--- config.mk ---
export PLATFORM = sky130hd
export DESIGN_NAME = exec_stage_md
export DESIGN_NICKNAME = d
export VERILOG_FILES = /design/src/rtl/exec_stage_md.sv
export SDC_FILE = /design/constraint.sdc
export NUM_CORES = 1
export LEC_CHECK = 0
export CORE_UTILIZATION = 40
export CTS_BUF_LIST = sky130_fd_sc_hd__clkbuf_4
export CTS_CLUSTER_SIZE = 20
export DETAILED_ROUTE_END_ITERATION = 16
export PLACE_DENSITY = 0.7
export RECOVER_POWER = 25
export SETUP_SLACK_MARGIN = 0.4
export SLEW_MARGIN = 25
export SYNTH_ARGS = -nofsm -noshare
export SYNTH_HDL_FRONTEND = slang
export SYNTH_SLANG_ARGS = --single-unit
--- constraint.sdc ---
create_clock -name clk -period 8.5 [get_ports clk]
set_clock_uncertainty 0.15 [all_clocks]
set_input_delay 1.7 -clock clk [delete_from_list [all_inputs] [get_ports clk]]
set_output_delay 1.7 -clock clk [all_outputs]
set_load 0.02 [all_outputs]
--- src/rtl/exec_stage_md.sv ---
// Execute stage: operand forwarding, ALU, branch/jump resolution and RV32M multiply/divide, registered into EX/MEM.
// Latency: 1 cycle for ALU, MUL and special-case DIV; XLEN+2 cycles for a normal DIV/REM (issue, XLEN iterations, done).
// Backpressure: stall_o holds upstream for XLEN+1 cycles of a divide; EX/MEM takes bubbles meanwhile. MDU built only with EXEC_MD_EXT_EN.
module exec_stage_md #(
    parameter int XLEN = 32
) (
    input  logic            clk,
    input  logic            rst,
    input  logic            flush,
    input  logic [6:0]      op,
    input  logic [3:0]      alu_ctrl,
    input  logic            alu_src,
    input  logic            md_en,
    input  logic [2:0]      md_op,
    input  logic [1:0]      fwd_a,
    input  logic [1:0]      fwd_b,
    input  logic [XLEN-1:0] rdata1,
    input  logic [XLEN-1:0] rdata2,
    input  logic [XLEN-1:0] imm,
    input  logic [XLEN-1:0] pc,
    input  logic [XLEN-1:0] pc_plus4,
    input  logic [XLEN-1:0] wb_data,
    input  logic [4:0]      rd,
    input  logic            branch,
    input  logic [2:0]      branch_type,
    input  logic            reg_write,
    input  logic            mem_write,
    input  logic [1:0]      result_sel,
    input  logic [1:0]      mem_type,
    input  logic            mem_unsigned,
    output logic [XLEN-1:0] pc_branch,
    output logic            pc_src,
    output logic            stall_o,
    output logic [6:0]      op_o,
    output logic            reg_write_o,
    output logic            mem_write_o,
    output logic [1:0]      result_sel_o,
    output logic [4:0]      rd_o,
    output logic [XLEN-1:0] pc_plus4_o,
    output logic [XLEN-1:0] wdata_o,
    output logic [XLEN-1:0] alu_result_o,
    output logic [1:0]      mem_type_o,
    output logic            mem_unsigned_o
);

    localparam int SHW = $clog2(XLEN);
    localparam logic [6:0] OP_JAL  = 7'b1101111;
    localparam logic [6:0] OP_JALR = 7'b1100111;

    // ALU encodings
    localparam logic [3:0] ALU_ADD  = 4'd0;
    localparam logic [3:0] ALU_SUB  = 4'd1;
    localparam logic [3:0] ALU_AND  = 4'd2;
    localparam logic [3:0] ALU_OR   = 4'd3;
    localparam logic [3:0] ALU_XOR  = 4'd4;
    localparam logic [3:0] ALU_SLT  = 4'd5;
    localparam logic [3:0] ALU_SLTU = 4'd6;
    localparam logic [3:0] ALU_SLL  = 4'd7;
    localparam logic [3:0] ALU_SRL  = 4'd8;
    localparam logic [3:0] ALU_SRA  = 4'd9;
    localparam logic [3:0] ALU_PASB = 4'd10;

    localparam logic [2:0] BR_BEQ  = 3'b000;
    localparam logic [2:0] BR_BNE  = 3'b001;
    localparam logic [2:0] BR_BLT  = 3'b100;
    localparam logic [2:0] BR_BGE  = 3'b101;
    localparam logic [2:0] BR_BLTU = 3'b110;
    localparam logic [2:0] BR_BGEU = 3'b111;

    logic [XLEN-1:0] op_a;
    logic [XLEN-1:0] op_b_raw;
    logic [XLEN-1:0] op_b;
    logic [XLEN-1:0] alu_res;
    logic [XLEN-1:0] ex_result;
    logic            zero;
    logic            br_cond;
    logic            bubble;

    always_comb begin
        case (fwd_a)
            2'b01:   op_a = wb_data;
            2'b10:   op_a = alu_result_o;
            default: op_a = rdata1;
        endcase
        case (fwd_b)
            2'b01:   op_b_raw = wb_data;
            2'b10:   op_b_raw = alu_result_o;
            default: op_b_raw = rdata2;
        endcase
    end

    assign op_b = alu_src ? imm : op_b_raw;

    always_comb begin
        case (alu_ctrl)
            ALU_ADD:  alu_res = op_a + op_b;
            ALU_SUB:  alu_res = op_a - op_b;
            ALU_AND:  alu_res = op_a & op_b;
            ALU_OR:   alu_res = op_a | op_b;
            ALU_XOR:  alu_res = op_a ^ op_b;
            ALU_SLT:  alu_res = XLEN'($signed(op_a) < $signed(op_b));
            ALU_SLTU: alu_res = XLEN'(op_a < op_b);
            ALU_SLL:  alu_res = op_a << op_b[SHW-1:0];
            ALU_SRL:  alu_res = op_a >> op_b[SHW-1:0];
            ALU_SRA:  alu_res = $unsigned($signed(op_a) >>> op_b[SHW-1:0]);
            ALU_PASB: alu_res = op_b;
            default:  alu_res = op_a + op_b;
        endcase
        if (op == OP_JALR) begin
            alu_res[0] = 1'b0;
        end
    end

    assign zero      = (alu_res == '0);
    assign pc_branch = pc + imm;

    always_comb begin
        case (branch_type)
            BR_BEQ:           br_cond = zero;
            BR_BNE:           br_cond = !zero;
            BR_BLT, BR_BLTU:  br_cond = alu_res[0];
            BR_BGE, BR_BGEU:  br_cond = !alu_res[0];
            default:          br_cond = 1'b0;
        endcase
    end

    assign pc_src = !flush && branch && (br_cond || op == OP_JAL || op == OP_JALR);

`ifdef EXEC_MD_EXT_EN
    typedef enum logic [1:0] {S_IDLE, S_BUSY, S_DONE} div_state_t;

    localparam logic [SHW-1:0]  CNT_LAST = SHW'(XLEN - 1);
    localparam logic [XLEN-1:0] INT_MIN  = {1'b1, {(XLEN-1){1'b0}}};

    div_state_t      state, state_nxt;
    logic [SHW-1:0]  cnt;
    logic [XLEN-1:0] dvd_q;
    logic [XLEN-1:0] dvs_q;
    logic [XLEN-1:0] rem_q;
    logic            q_neg_q;
    logic            r_neg_q;
    logic            sel_rem_q;
    logic            stall;

    // Multiplier: both operands sign/zero-extended to 2*XLEN so one unsigned product covers all signedness mixes.
    logic            mul_sa, mul_sb;
    logic [2*XLEN-1:0] mul_a, mul_b, mul_prod;
    logic [XLEN-1:0] mul_res;

    assign mul_sa   = (md_op == 3'd1) || (md_op == 3'd2);
    assign mul_sb   = (md_op == 3'd1);
    assign mul_a    = {{XLEN{mul_sa & op_a[XLEN-1]}}, op_a};
    assign mul_b    = {{XLEN{mul_sb & op_b_raw[XLEN-1]}}, op_b_raw};
    assign mul_prod = mul_a * mul_b;
    assign mul_res  = (md_op == 3'd0) ? mul_prod[XLEN-1:0] : mul_prod[2*XLEN-1:XLEN];

    logic            is_div, div_signed, a_neg, b_neg;
    logic            div_by_zero, div_ovf, div_special, issue;
    logic [XLEN-1:0] a_abs, b_abs, spec_res;

    assign is_div      = md_en && md_op[2];
    assign div_signed  = !md_op[0];
    assign a_neg       = div_signed && op_a[XLEN-1];
    assign b_neg       = div_signed && op_b_raw[XLEN-1];
    assign a_abs       = a_neg ? (~op_a + 1'b1) : op_a;
    assign b_abs       = b_neg ? (~op_b_raw + 1'b1) : op_b_raw;
    assign div_by_zero = (op_b_raw == '0);
    assign div_ovf     = div_signed && (op_a == INT_MIN) && (op_b_raw == '1);
    assign div_special = div_by_zero || div_ovf;
    assign issue       = (state == S_IDLE) && is_div && !flush && !div_special;

    always_comb begin
        spec_res = '0;
        if (div_by_zero) begin
            spec_res = md_op[1] ? op_a : '1;
        end else if (div_ovf) begin
            spec_res = md_op[1] ? '0 : op_a;
        end
    end

    // Restoring step: shift next dividend bit into the partial remainder and try to subtract.
    logic [XLEN:0]   rem_sh, rem_diff;
    logic [XLEN-1:0] q_fix, r_fix, div_res;

    assign rem_sh   = {rem_q, dvd_q[XLEN-1]};
    assign rem_diff = rem_sh - {1'b0, dvs_q};
    assign q_fix    = q_neg_q ? (~dvd_q + 1'b1) : dvd_q;
    assign r_fix    = r_neg_q ? (~rem_q + 1'b1) : rem_q;
    assign div_res  = sel_rem_q ? r_fix : q_fix;

    always_ff @(posedge clk or negedge rst) begin
        if (!rst) begin
            state <= S_IDLE;
        end else begin
            state <= state_nxt;
        end
    end

    always_comb begin
        state_nxt = state;
        stall     = 1'b0;
        case (state)
            S_IDLE: begin
                if (issue) begin
                    stall     = 1'b1;
                    state_nxt = S_BUSY;
                end
            end
            S_BUSY: begin
                stall = !flush;
                if (flush) begin
                    state_nxt = S_IDLE;
                end else if (cnt == CNT_LAST) begin
                    state_nxt = S_DONE;
                end
            end
            S_DONE:  state_nxt = S_IDLE;
            default: state_nxt = S_IDLE;
        endcase
    end

    // Gate with rst so a reset mid-divide releases the hazard unit immediately.
    assign stall_o = rst && stall;

    always_ff @(posedge clk or negedge rst) begin
        if (!rst) begin
            cnt       <= '0;
            dvd_q     <= '0;
            dvs_q     <= '0;
            rem_q     <= '0;
            q_neg_q   <= 1'b0;
            r_neg_q   <= 1'b0;
            sel_rem_q <= 1'b0;
        end else if (issue) begin
            cnt       <= '0;
            dvd_q     <= a_abs;
            dvs_q     <= b_abs;
            rem_q     <= '0;
            q_neg_q   <= a_neg ^ b_neg;
            r_neg_q   <= a_neg;
            sel_rem_q <= md_op[1];
        end else if (state == S_BUSY && !flush) begin
            cnt <= cnt + 1'b1;
            if (!rem_diff[XLEN]) begin
                rem_q <= rem_diff[XLEN-1:0];
                dvd_q <= {dvd_q[XLEN-2:0], 1'b1};
            end else begin
                rem_q <= rem_sh[XLEN-1:0];
                dvd_q <= {dvd_q[XLEN-2:0], 1'b0};
            end
        end
    end

    always_comb begin
        if (state == S_DONE) begin
            ex_result = div_res;
        end else if (md_en && !md_op[2]) begin
            ex_result = mul_res;
        end else if (md_en && div_special) begin
            ex_result = spec_res;
        end else begin
            ex_result = alu_res;
        end
    end
`else
    logic unused_md;
    assign unused_md = ^{md_en, md_op};
    assign stall_o   = 1'b0;
    assign ex_result = alu_res;
`endif

    assign bubble = stall_o || flush;

    always_ff @(posedge clk or negedge rst) begin
        if (!rst) begin
            op_o           <= '0;
            reg_write_o    <= 1'b0;
            mem_write_o    <= 1'b0;
            result_sel_o   <= '0;
            rd_o           <= '0;
            pc_plus4_o     <= '0;
            wdata_o        <= '0;
            alu_result_o   <= '0;
            mem_type_o     <= '0;
            mem_unsigned_o <= 1'b0;
        end else begin
            op_o           <= op;
            reg_write_o    <= reg_write && !bubble;
            mem_write_o    <= mem_write && !bubble;
            result_sel_o   <= result_sel;
            rd_o           <= rd;
            pc_plus4_o     <= pc_plus4;
            wdata_o        <= op_b_raw;
            alu_result_o   <= ex_result;
            mem_type_o     <= mem_type;
            mem_unsigned_o <= mem_unsigned;
        end
    end

endmodule

After elaboration in Yosys (flattened, before gate mapping)
Index checks and enable logic that the tools add are counted.

word-level totals
  output and inout bits = 149
  bits in registers = 115

operators by class
  order comparisons = 2
  reduce and logical (&&, ||, !) cells = 13
  shift operators = 3
  bitwise operators = 3
  eq/ne operators = 21
  mux-type cells = 6
  add/sub/neg operators = 3

operator list
  operator              count
  $pmux W32 S10         1
  $pmux W32 S2          2
  $add A32 B32 Y32      2
  $lt A32 B32 Y1        2
  $and A32 B32 Y32      1
  $logic_not A32 Y1     1
  $mux W32              1
  $or A32 B32 Y32       1
  $shl A32 B5 Y32       1
  $shr A32 B5 Y32       1
  $sshr A32 B5 Y32      1
  $sub A32 B32 Y32      1
  $xor A32 B32 Y32      1
  $eq A4 B3 Y1 const B  4
  $eq A7 B7 Y1 const B  2
  $eq A3 B3 Y1 const B  4
  $eq A4 B4 Y1 const B  3
  $eq A4 B2 Y1 const B  2
  $eq A2 B1 Y1 const B  2
  $eq A2 B2 Y1 const B  2
  $eq A4 B1 Y1 const B  1
  $logic_and A1 B1 Y1   4
  $pmux W1 S4           1
  $reduce_or A2 Y1      2
  other kinds (5)       8

Depth between registers and ports, before layout
  depth in word-level cells = 12
  gate-level depth with buffers = 26
  depth with buffers taken out = 21

Worst setup path after synthesis
Ideal clock, no wire load.

  path kind = input -> output
  start = input fwd_b[0]
  end = output pc_src
  setup slack = -0.793 ns
  data required time = 6.650 ns
  buffers on the path = 5
  stages on the path = 26
  arrival time = 7.443 ns
  cell sequence = inv_1 > ha_1 > clkbuf_1 > clkbuf_1 > buf_2 > buf_1 > a221o_1 > o21ai_0 > o21ai_0 > inv_1 > ha_1 > clkbuf_1 > or4_4 > nor2_2 > nand3_1 > o211ai_1 > o31a_1 > o21bai_1 > a221o_1 > a211o_1 > or4b_1 > nor4_1 > nand4_1 > nor3_2 > xnor2_1 > o32ai_1

on the way
  elaborated cells on any way between the ends = 23

RTL lines
  item                                                 RTL line  text
  start, declared                                      16        input logic [1:0] fwd_b,
  $eq A2 B2 Y1 / $eq A2 B1 Y1 (equally long branches)  85        case (fwd_b)
  $pmux W32 S2 (*)                                     85
  $mux W32 (*)                                         92        assign op_b = alu_src ? imm : op_b_raw;
  $add A32 B32 Y32 (tied with other cells)             96, 107
  $pmux W32 S10 (*)                                    95        case (alu_ctrl)
  named net alu_res[26]                                73        logic [XLEN-1:0] alu_res;
  $logic_not A32 Y1 (*)                                114       assign zero = (alu_res == '0);
  $logic_not A1 Y1                                     120       BR_BNE: br_cond = !zero;
  $pmux W1 S4 (*)                                      118       case (branch_type)
  $logic_or A1 B1 Y1 (*) (2 in series)                 127       assign pc_src = !flush && branch && (br_cond || op == OP_JAL || op == OP_JALR);
  $logic_and A1 B1 Y1 (*)                              127
  end, declared                                        32        output logic pc_src,

The timed path passes the listed nets; every way through them passes the cells marked *.

Worst setup path in the final report
  start = input fwd_b[1]
  end = output pc_src

on the way
  longest elaborated chain between the ends = 12
  elaborated cells on any way between the ends = 23

RTL lines
  item                                                 RTL line  text
  $eq A2 B2 Y1 / $eq A2 B1 Y1 (equally long branches)  85
  $pmux W32 S2 (*)                                     85
  $mux W32 (*)                                         92
  $add A32 B32 Y32 (tied with other cells)             96, 107
  $pmux W32 S10 (*)                                    95
  $mux W1                                              109       if (op == OP_JALR) begin
  $logic_not A32 Y1                                    114
  $logic_not A1 Y1                                     120
  $pmux W1 S4 (*)                                      118
  $logic_or A1 B1 Y1 (*) (2 in series)                 127
  $logic_and A1 B1 Y1 (*)                              127

Every way passes the cells marked *; elsewhere a longest branch is shown, timed or not.

==> flow_summary.ini <==
[place]
numPortBuffers = 374
placed_area_um2 = 24200
dp_hpwl_mm = 73.7
place.gp.congestion = 1.05

[sta]
max-slew-margin-rel = -0.910
worst_slack_ns = -0.402
slew_violations = 52
setup_viol = 1
grt_setup_unrepaired = yes
fin_tns_setup_ns = -0.402
hold_ws_ns = 0.602
hold_violations = 0
min_period_ns = 8.90
fmax_mhz = 112
worstMarginPinSlew_ns = 2.87
fin_crit_sh = 1.05

[yosys]
synthTopCellsByArea = dfrtp_1 (19%), ha_1 (11%), mux2i_1 (7.2%), o21ai_0 (5.5%), a221o_1 (4.3%)
synth_area_per_cell_um2 = 7.66
synth_edf_count = 0
syn_inst = 1987
yosysTopAreaCell = dfrtp_1
ys_seq_area_frac = 0.189
netlist.area_leader.share = 0.189
synth-simple-area-share = 0.154
netlist_area_um2 = 15200
ys_seq_elements = 115
yosysWarnings = 0
synthDistinctLibCells = 87
synthArstFlopShare = 1.00
synth_compound_gate_area_share = 0.364
syn_nets = 2353
synth_top_flop_cell = dfrtp_1
synth_top_family_by_area = compound AO/OA/AOI/OAI gates
synthXorXnorAreaFrac = 0.0242
yosys-mux-area-fraction = 0.0769
synthAdderAreaFrac = 0.112

[pwr]
power_density_nw_per_um2 = 178
p_leak_nw = 11.5
ir_drop_mv = 0.106
power_mw = 4.50

[status]
status = complete, but fails checks
failed_checks = max-capacitance violations, max-slew violations, negative setup slack

[clocking]
htreeDepth = 4
cts_tree = yes
cts_root_buf = clkbuf_4
clk_path_buf_depth = 2
clock_latency_ns = 0.60
path_clk_slew_ns = 0.12
cts_buffers = 17
clock_sinks = 115

[finish]
drive_above_1_share = 0.290
seq_area_um2 = 2880
final_util = 0.671
fin_area_um2 = 25200
final_nets = 3295
n_fill_cell = 3130
area_delta_synth_final_pct = 65.5
layout_common_cells = buf_4 (663), clkdlybuf4s50_1 (320), nor2_1 (160)
multi_input_area_um2 = 11800
layout_commonest_cell = buf_4

[grt]
grt_usage = 0.460
grt_pass1_vias = 21200
overflow = 0
grt.busiest_layer = met2
met1_usage = 0.571
grt_max_degree = 66
grt_pass1_wl_mm = 133
use_met2 = 0.736
gr-usage-met3 = 0.106
antenna_found_initial = 7

[min_path]
min_path_type = register to register
hold_path_depth = 3
worstHoldStart = alu_result_o[6]
hold-path-endpoint = wdata_o[6]

[setup_path]
worstPathArrival_ns = 7.05
reg2reg_depth = 15
critPathLaunchType = primary input
crit_path_end_kind = primary output
timing.rr.start = alu_result_o[31]
startpoint = fwd_b[1]
required_ns = 6.65
worstReg2RegEnd = alu_result_o[31]
path_max_fanout = 6
critPathKind = primary input to primary output
r2r_slack_ns = 3.76

[floorplanning]
ios = 380
core_area_um2 = 37600
rows = 71
start_util = 0.405
die_w_um = 197
die_y_um = 197
die_area_um2 = 38900

[drt]
drtIter0Drc = 2651
first_pass_iters = 6
drc = 0
antenna_left = 0
via_per_inst = 6.24
vias = 21579
postRouteWirelength_mm = 92.1
drt-wirelength-per-cell_um = 26.6

[job]
drv_cap = 1
## cells in the mapped netlist, drive strengths merged, types with 25 or more instances
cell and instances:
buf 44, dfrtp 115, mux2i 111, a221o 66
clkbuf 92, a21oi 131, nand2b 25, nand3 28
o221ai 40, xnor2 36, ha 132, nand2 124
inv 150, nor3 41, o22ai 63, nor2 163
o21ai 194
## sequential cells by signal (all words and copies together), names as in the netlist
register,flops
alu_result_o,32
wdata_o,32
pc_plus4_o,32
op_o,7
mem_type_o,2
reg_write_o,1
mem_write_o,1
rd_o,5
mem_unsigned_o,1
result_sel_o,2
## how the worst max path moves through the flow
stage / end / slack [ns]
6_report: pc_src / -0.40
5_1_grt: pc_src / -0.54
4_1_cts: pc_src / -0.34
3_5_place_dp: pc_src / -1.58
3_3_place_gp: pc_src / -1.56
2_1_floorplan: pc_src / 0.10
## final cells by class
class,count,share of cell area
antenna,7,0.000695
sequential,115,0.114
tap,511,0.0254
clock buffer,17,0.00506
inverter,151,0.0230
clock inverter,15,0.00526
multi-input combinational,1585,0.466
timing repair buffer,1059,0.360
## metrics by stage
stage               cells  setup slack, ns
CTS                  3449           -0.342
global placement     3394            -1.56
floorplan            1987            0.101
global route         3457           -0.537
detailed placement   3394            -1.58
finish               3460           -0.402
## kinds of logic (layout without fill, tap and decap cells)
family	count (synthesis)	count (layout)
AO/OA/AOI/OAI	797	797
XOR/XNOR	42	42
adder cells (fa/ha/maj)	135	135
buffers and inverters	287	1242
flip-flops	115	115
multiplexers	116	116
other	1	8
AND/OR/NAND/NOR	494	494
## worst max-delay path, cell delays in order
cell	delay (ns)
buf_6	0.10
buf_6	0.11
ha_4	0.26
buf_6	0.14
or2_4	0.24
buf_6	0.14
o221ai_4	0.27
ha_4	0.28
buf_4	0.14
nor2b_2	0.16
o31a_1	0.34
o21a_2	0.27
a21oi_4	0.24
a21oi_4	0.11
a311o_1	0.33
a221oi_2	0.33
o221ai_1	0.15
buf_4	0.18
a211oi_2	0.29
o31ai_1	0.13
buf_4	0.21
buf_4	0.14
xnor2_1	0.12
a21boi_2	0.34
o32ai_2	0.13
buf_4	0.18
## per-layer routing
metal	up-vias	routed length (um)
met5	-	27
li1	9408	-
met2	1544	41000
met1	10300	34900
met3	323	10500
met4	4	5600
## report_power, final
part / internal (mW) / switching, mW
clock network: 0.147 / 0.260
registers: 0.633 / 0.0901
logic: 1.57 / 1.79
total: 2.35 / 2.14
## timing repair
item / CTS / global route
gates cloned: 1 / 0
pin swaps: 32 / 14
gates resized for setup: 131 / 22
buffers inserted: 22 / 4
hold buffers: 0 / 0
endpoints found under the setup margin: 2 / 4
Power figures use the tool's default switching activity.
